File: src/rtl/rom_arbiter_pkg.sv
// Shared types and constants for the instruction-ROM arbiter.
//   owner_e      : which requester a pending read response belongs to
//   arb_state_e  : BOOT (loader writes the image) / RUN (IF and LD read)
//   addr_bad     : flags a misaligned or out-of-range byte address
package rom_arbiter_pkg;

    localparam int ROM_DEPTH_LOG2 = 10;

    typedef enum logic [1:0] {
        OWNER_NONE = 2'd0,
        OWNER_IF   = 2'd1,
        OWNER_LD   = 2'd2
    } owner_e;

    typedef enum logic [0:0] {
        ARB_BOOT = 1'b0,
        ARB_RUN  = 1'b1
    } arb_state_e;

    // A word access must be aligned and every bit above the word index must be zero.
    function automatic logic addr_bad(input logic [31:0] addr, input int depth_log2);
        logic [31:0] upper;
        upper = addr >> (depth_log2 + 2);
        return (addr[1:0] != 2'b00) || (upper != 32'd0);
    endfunction

endpackage

File: src/rtl/rom_arbiter.sv
// Arbiter in front of the single-port instruction ROM.
// state    | meaning
// ARB_BOOT | only the host loader may write; core held in reset (running = 0)
// ARB_RUN  | IF and LD compete for one read per cycle; left only by reset
//
// Ports:
//   clk, rst_n                 clock, synchronous active-low reset
//   if_req/if_addr/if_gnt      fetch request channel; if_rvalid/if_rdata/if_err response
//   ld_req/ld_addr/ld_gnt      load request channel;  ld_rvalid/ld_rdata/ld_err response
//   wr_req/wr_addr/wr_data     loader write channel; wr_gnt acceptance
//   boot_done                  loader pulse ending BOOT
//   running                    high in RUN
//   rom_addr/rom_we/rom_wdata  ROM macro inputs; rom_data returns one cycle later
module rom_arbiter
    import rom_arbiter_pkg::*;
#(
    parameter int DEPTH_LOG2    = ROM_DEPTH_LOG2,
    parameter int STARVE_LIMIT  = 4,
    parameter int BOOT_ON_RESET = 1
) (
    input  logic        clk,
    input  logic        rst_n,
    input  logic        if_req,
    input  logic [31:0] if_addr,
    output logic        if_gnt,
    output logic        if_rvalid,
    output logic [31:0] if_rdata,
    output logic        if_err,
    input  logic        ld_req,
    input  logic [31:0] ld_addr,
    output logic        ld_gnt,
    output logic        ld_rvalid,
    output logic [31:0] ld_rdata,
    output logic        ld_err,
    input  logic        wr_req,
    input  logic [31:0] wr_addr,
    input  logic [31:0] wr_data,
    output logic        wr_gnt,
    input  logic        boot_done,
    output logic        running,
    output logic [31:0] rom_addr,
    output logic        rom_we,
    output logic [31:0] rom_wdata,
    input  logic [31:0] rom_data
);

    localparam int CW = $clog2(STARVE_LIMIT + 1);
    localparam logic [CW-1:0] STARVE_MAX = CW'(STARVE_LIMIT);

    arb_state_e    state;
    logic [CW-1:0] starve_cnt;
    owner_e        resp_owner;
    logic          resp_err;
    logic [31:0]   if_rdata_q;
    logic [31:0]   ld_rdata_q;
    logic          if_win;
    logic          ld_win;

    // LD has priority on contention until IF has waited STARVE_LIMIT cycles.
    always_comb begin
        if_win = 1'b0;
        ld_win = 1'b0;
        if (state == ARB_RUN) begin
            if (if_req && ld_req) begin
                if (starve_cnt >= STARVE_MAX) if_win = 1'b1;
                else                          ld_win = 1'b1;
            end else begin
                if_win = if_req;
                ld_win = ld_req;
            end
        end
    end

    assign if_gnt    = if_win;
    assign ld_gnt    = ld_win;
    assign wr_gnt    = (state == ARB_BOOT) && wr_req;
    // A bad loader address is acknowledged so the loader moves on, but never written.
    assign rom_we    = wr_gnt && !addr_bad(wr_addr, DEPTH_LOG2);
    assign rom_wdata = wr_data;
    assign rom_addr  = (state == ARB_BOOT) ? wr_addr : (ld_win ? ld_addr : if_addr);
    assign running   = (state == ARB_RUN);

    always_ff @(posedge clk) begin
        if (!rst_n) begin
            state      <= (BOOT_ON_RESET != 0) ? ARB_BOOT : ARB_RUN;
            starve_cnt <= '0;
            resp_owner <= OWNER_NONE;
            resp_err   <= 1'b0;
        end else begin
            if (state == ARB_BOOT && boot_done) state <= ARB_RUN;

            if (state == ARB_RUN && if_req && !if_win) begin
                if (starve_cnt < STARVE_MAX) starve_cnt <= starve_cnt + 1'b1;
            end else begin
                starve_cnt <= '0;
            end

            if (if_win)      resp_owner <= OWNER_IF;
            else if (ld_win) resp_owner <= OWNER_LD;
            else             resp_owner <= OWNER_NONE;

            resp_err <= (if_win && addr_bad(if_addr, DEPTH_LOG2)) ||
                        (ld_win && addr_bad(ld_addr, DEPTH_LOG2));
        end
    end

    // Non-owner rdata holds the last word delivered to it.
    always_ff @(posedge clk) begin
        if (!rst_n) begin
            if_rdata_q <= '0;
            ld_rdata_q <= '0;
        end else begin
            if (resp_owner == OWNER_IF) if_rdata_q <= if_rdata;
            if (resp_owner == OWNER_LD) ld_rdata_q <= ld_rdata;
        end
    end

    assign if_rvalid = (resp_owner == OWNER_IF);
    assign ld_rvalid = (resp_owner == OWNER_LD);
    assign if_err    = if_rvalid && resp_err;
    assign ld_err    = ld_rvalid && resp_err;
    assign if_rdata  = if_rvalid ? (resp_err ? 32'd0 : rom_data) : if_rdata_q;
    assign ld_rdata  = ld_rvalid ? (resp_err ? 32'd0 : rom_data) : ld_rdata_q;

endmodule

File: config.mk
export PLATFORM = sky130hd
export DESIGN_NAME = rom_arbiter
export DESIGN_NICKNAME = d
export VERILOG_FILES = /design/src/rtl/rom_arbiter_pkg.sv /design/src/rtl/rom_arbiter.sv
export SDC_FILE = /design/constraint.sdc
export NUM_CORES = 1
export LEC_CHECK = 0
export BUFFER_PORTS_ARGS = -buffer_cell sky130_fd_sc_hd__buf_4
export CAP_MARGIN = 20
export CORE_AREA = 2 2 118 120
export CTS_CLUSTER_DIAMETER = 120
export DETAILED_ROUTE_END_ITERATION = 12
export DIE_AREA = 0 0 120 122
export MAX_ROUTING_LAYER = met4
export PLACE_DENSITY = 0.61
export REMOVE_ABC_BUFFERS = 1
export SLEW_MARGIN = 20
export SYNTH_ARGS = -nofsm -noshare
export SYNTH_HDL_FRONTEND = slang
export SYNTH_SLANG_ARGS = --single-unit
File: constraint.sdc
create_clock -name clk -period 3.55 [get_ports clk]
set_clock_uncertainty 0.05 [all_clocks]
set_input_delay 0.1775 -clock clk [delete_from_list [all_inputs] [get_ports clk]]
set_output_delay 0.1775 -clock clk [all_outputs]
set_load 0.02 [all_outputs]
======== Word-level counts from Yosys, hierarchy flattened ========
Index checks and enable logic that the tools add are counted.
word-level totals
  register bits after elaboration ......... 71
  word-level logic and storage cells ...... 51
  output and inout bits ................... 137
  input port bits ......................... 166
operators by class
  reductions and logical operators ........ 24
  add/subtract/negate cells ............... 1
  equal/unequal tests ..................... 2
  magnitude comparators ................... 2
  bitwise logic cells ..................... 2
  muxes and demuxes ....................... 13
operators with widths
  operator                                                          number
  32-bit 2-to-1 mux                                                 5
  32-bit nonzero test                                               3
  1-bit logical AND                                                 10
  1-bit 2-to-1 mux                                                  7
  2-bit nonzero test                                                3
  1-bit logical OR                                                  4
  3-bit by 1-bit adder with 3-bit output (second input constant)    1
  3-bit >= comparator (second input constant)                       1
  3-bit < comparator (second input constant)                        1
  2-bit by 1-bit == test with 1-bit output (second input constant)  1
  2-bit == test (second input constant)                             1
  1-bit zero test                                                   2
  2-bit 2-to-1 mux                                                  1
  1-bit NOT                                                         2
  2-bit AND reduction                                               1
  2-bit OR reduction                                                1

======== Logic depth before layout (Yosys ltp) ========
  depth in word-level cells ............... 7
  mapped depth ............................ 6
  mapped depth without buffers ............ 4

======== Worst setup path before layout ========
OpenSTA, ideal clock, no wires.
  path kind ............................... register to output
  start point ............................. register state (netlist: running)
  end point ............................... output port rom_addr[22]
  path buffers ............................ 1
  cell stages (with the launch flop) ...... 6
  setup slack ............................. 1629 ps
  data required time ...................... 3322 ps
  arrival time ............................ 1693 ps
  cells stage by stage .................... dfxtp_1 > nand2_1 > a21oi_2 > buf_2 > mux2i_1 > a21oi_1
between the ends
  word-level cells in the longest chain between the ends .. 3
RTL lines
  what                             RTL line           RTL
  start, declared                  rom_arbiter.sv:50  arb_state_e state;
  start signal, assigned           rom_arbiter.sv:85  state <= (BOOT_ON_RESET != 0) ? ARB_BOOT : ARB_RUN;
  1-bit 2-to-1 mux                 rom_arbiter.sv:63  if (state == ARB_RUN) begin
  net ld_gnt                       rom_arbiter.sv:31  output logic ld_gnt,
  32-bit 2-to-1 mux (2 in series)  rom_arbiter.sv:80  assign rom_addr = (state == ARB_BOOT) ? wr_addr : (ld_win ? ld_addr : if_addr);
  end, declared                    rom_arbiter.sv:41  output logic [31:0] rom_addr,
The timed path passes the listed nets, and every way through them passes these cells.

======== Worst setup path in the final report ========
  start point ............................. register state (netlist: running)
  end point ............................... output port rom_addr[27]
between the ends
  word-level cells in the longest chain between the ends .. 3
RTL lines
  what                   RTL line
  1-bit 2-to-1 mux       rom_arbiter.sv:63
  32-bit 2-to-1 mux      rom_arbiter.sv:80
  32-bit 2-to-1 mux (*)  rom_arbiter.sv:80
Every way passes the cells marked *; elsewhere a longest branch is shown, timed or not.

==> summary.txt <==
Synth
  – Top-count cell post-synth: nand2_1
  – Post-synthesis mux area share: 8.54%
  – Post-synth cell types: 23
  – Register bit total from synthesis: 71
  – Mapped cell area: 3750 µm²
  – Synth Area in XOR/XNOR: 0%
  – Synth Area in Compound Gates: 13.5%
  – Yosys warns: 0
  – Async set-reset flop share out of synthesis: 0%
  – Post-Synth Adder-Cell Area: 0.334%
  – Seq/Total Area, Yosys: 37.9%
  – Most frequent cells after synthesis: nand2_1, dfxtp_1, and2_1
  – Synth Area per Inst: 7.45 µm²
  – Main combinational cell family by area after synthesis: simple AND/OR/NAND/NOR gates
  – Post-Synth Simple-Gate Area: 29.5%
  – Post-Syn Instances: 503
  – EDFF count, synth: 0
  – Synth area leaders: dfxtp_1, and2_1, nand2_1
  – Top cell type's share of synthesized area: 37.9%
  – Main flop type after synthesis: dfxtp_1
  – Dominant cell type by area after synthesis: dfxtp_1

Floorplanning
  – # IOs: 303
  – Area of the core: 13500 µm²
  – Die W: 120 µm
  – Die Ht: 122 µm
  – Die Area: 14600 µm²
  – Row cnt: 43
  – Initial Utilization: 27.8%

Clock tree
  – CTS buffer count: 9
  – CTS sink cnt: 71
  – Clk_lat worst skew: 0.32 ns
  – Root buffer cell: clkbuf_16
  – H-tree depth: 3
  – TritonCTS clock tree: built
  – Post-CTS resize count: 0
  – Hold_buf cts: 1
  – Worst-path clk slew: 0.06 ns
  – Clock buffer depth: 2
  – Post-CTS Setup Repair Bufs: 0

Run status
  – Status: completed

Drt
  – Routed vias: 4152
  – DRT Wirelength: 13500 µm
  – DRT iter0 DRCs: 184
  – # DRC: 0
  – WL/cell: 15.4 µm
  – Vias per cell: 4.73
  – DRT antenna net count: 0
  – Drt pass-1 iters: 4

Worst setup path
  – Maximum net fanout on the critical path: 18
  – FF-to-FF setup slack: 1.59 ns
  – Critical Path AT: 2.24 ns
  – WP data required: 3.32 ns
  – Most frequent CP cell: buf_4
  – Setup Crit Path Kind: flop to output pin
  – Critical Path Source Type: flop
  – Critical path origin: running
  – Worst R2R End: ld_rdata_q[21]
  – CP peak stage delay: 0.54 ns
  – RR Startpoint: resp_owner[0]
  – FF-to-FF path depth: 4
  – CP endpoint kind: output pin
  – CP max stage cell: a21oi_4
  – CP cell instances: nand2_1 > a21oi_4 > buf_4 > mux2i_1 > a21oi_1 > buf_4

Timing
  – Setup ws final: 1.08 ns
  – Fmax: 405 MHz
  – Slew Limit Fails: 0
  – Slew HR: 42.2%
  – Setup Viol. Count Final: 0
  – Minimum clock period: 2.47 ns
  – Hold Violations, Final: 0
  – RSZ-0062 raised after global routing: false
  – Worst slew pin tran: 0.867 ns
  – Period Utilization, post-route: 69.5%

Finish
  – Share of layout cells above drive strength 1: 37.5%
  – Layout area overhead: 54.8%
  – # fillers: 1372
  – Post-Layout Cell Count: 877
  – Nets: 858
  – Multi-input logic area: 1960 µm²
  – Register area: 1420 µm²

Global routing
  – Grt total ovfl: 0
  – Met2 layer usage reported by global route: 30.1%
  – Total global routing track utilization: 18.3%
  – Top Usage Layer GRT: met2
  – Initial antenna violation count: 0
  – First-pass GRT wire length: 20300 µm
  – Met1 Usage GRT: 20.4%
  – GR Util met3: 7.87%
  – Largest net degree at the start of global routing: 69
  – Vias in the first global route: 4077

Placed design
  – Routability Congestion: 0.836
  – Worst slack, placed: 1.42 ns
  – Inst Count DP: 859
  – Port bufs: 238
  – DP Wirelength: 10600 µm

Hold path
  – Hold path depth: 3
  – Hold EP: resp_err
  – Hold path startpoint: if_addr[21]
  – Worst Hold Class: input pin to flop

Power
  – Power Density: 396 nW/µm²
  – Peak supply drop: 0.000224 V
  – P_leak: 2.71 nW

Flow run
  – Number of max-cap violations: 0
-- area by class of cell --
| class | instances | share of cell area (%) |
|---|---|---|
| clock inverter | 4 | 1.32 |
| antenna | 1 | 0.0431 |
| tap | 180 | 3.88 |
| clock buffer | 12 | 4.42 |
| inverter | 3 | 0.194 |
| sequential | 71 | 24.5 |
| timing repair buffer | 243 | 31.8 |
| multi-input combinational | 363 | 33.8 |
-- cell usage in the layout (no fill, tap or decap), drive strengths merged, types with 12 or more instances in the layout --
master  instances
buf           242
nand2          99
dfxtp          71
and2           68
o21ai          64
nor2           38
a21oi          33
mux2i          32
nor4           13
clkbuf         12
-- report_power, final --
group / internal, mW / switching (mW) / leakage [nW]
clock: 0.656 / 0.334 / 0.159
sequential: 0.815 / 0.00500 / 0.575
combinational: 0.233 / 0.255 / 1.97
total: 1.70 / 0.594 / 2.71
-- worst max path at each step --
| stage | end | slack (ns) | cells after the start |
|---|---|---|---|
| 2_1_floorplan | rom_addr[0] | -0.42 | 4 |
| 3_3_place_gp | if_rdata[15] | 1.40 | 4 |
| 3_5_place_dp | rom_addr[27] | 1.42 | 6 |
| 4_1_cts | rom_addr[27] | 1.05 | 6 |
| 5_1_grt | ld_rdata[7] | 0.91 | 5 |
| 6_report | rom_addr[27] | 1.08 | 6 |
-- logic make-up after synthesis --
logic type               after synthesis
multiplexers                          32
flip-flops                            71
AND/OR/NAND/NOR                      231
buffers and inverters                 69
AO/OA/AOI/OAI                         99
adder cells (fa/ha/maj)                1
-- layer usage --
metal / wire, µm / part of all wire, %
met5: 0 / 0
met4: 221 / 1.6
met3: 1330 / 9.8
met2: 6520 / 48
met1: 5440 / 40
-- through the flow --
stage | instance area (µm²) | util (%) | setup TNS, ns | total power [mW] | hold slack, ns
finish | 5800 | 43.0 | 0 | 2.30 | 0.138
global route | 5800 | 43.0 | 0 | 2.41 | 0.125
CTS | 5800 | 43.0 | 0 | 2.33 | 0.114
detailed placement | 5460 | 40.4 | 0 | 1.33 | 0.305
global placement | 5430 | 40.2 | 0 | 1.32 | 0.305
floorplan | 3380 | - | -13.58 | 1.05 | 0.238
-- critical path, delay by kind of cell, from the launching register on --
| kind | cells | cell delay, ns |
|---|---|---|
| AOI/OAI and AO/OA | 2 | 0.63 |
| DFF | 1 | 0.33 |
| muxes | 1 | 0.27 |
| and+or+nand+nor | 1 | 0.08 |
| buffers and inverters | 2 | 0.60 |
-- state kept, by name, summed over array words and instances (netlist names) --
register	flops
starve_cnt	3
resp_owner	2
running	1
if_rdata_q	32
resp_err	1
ld_rdata_q	32
No activity file was read; power rests on OpenSTA's default activity.
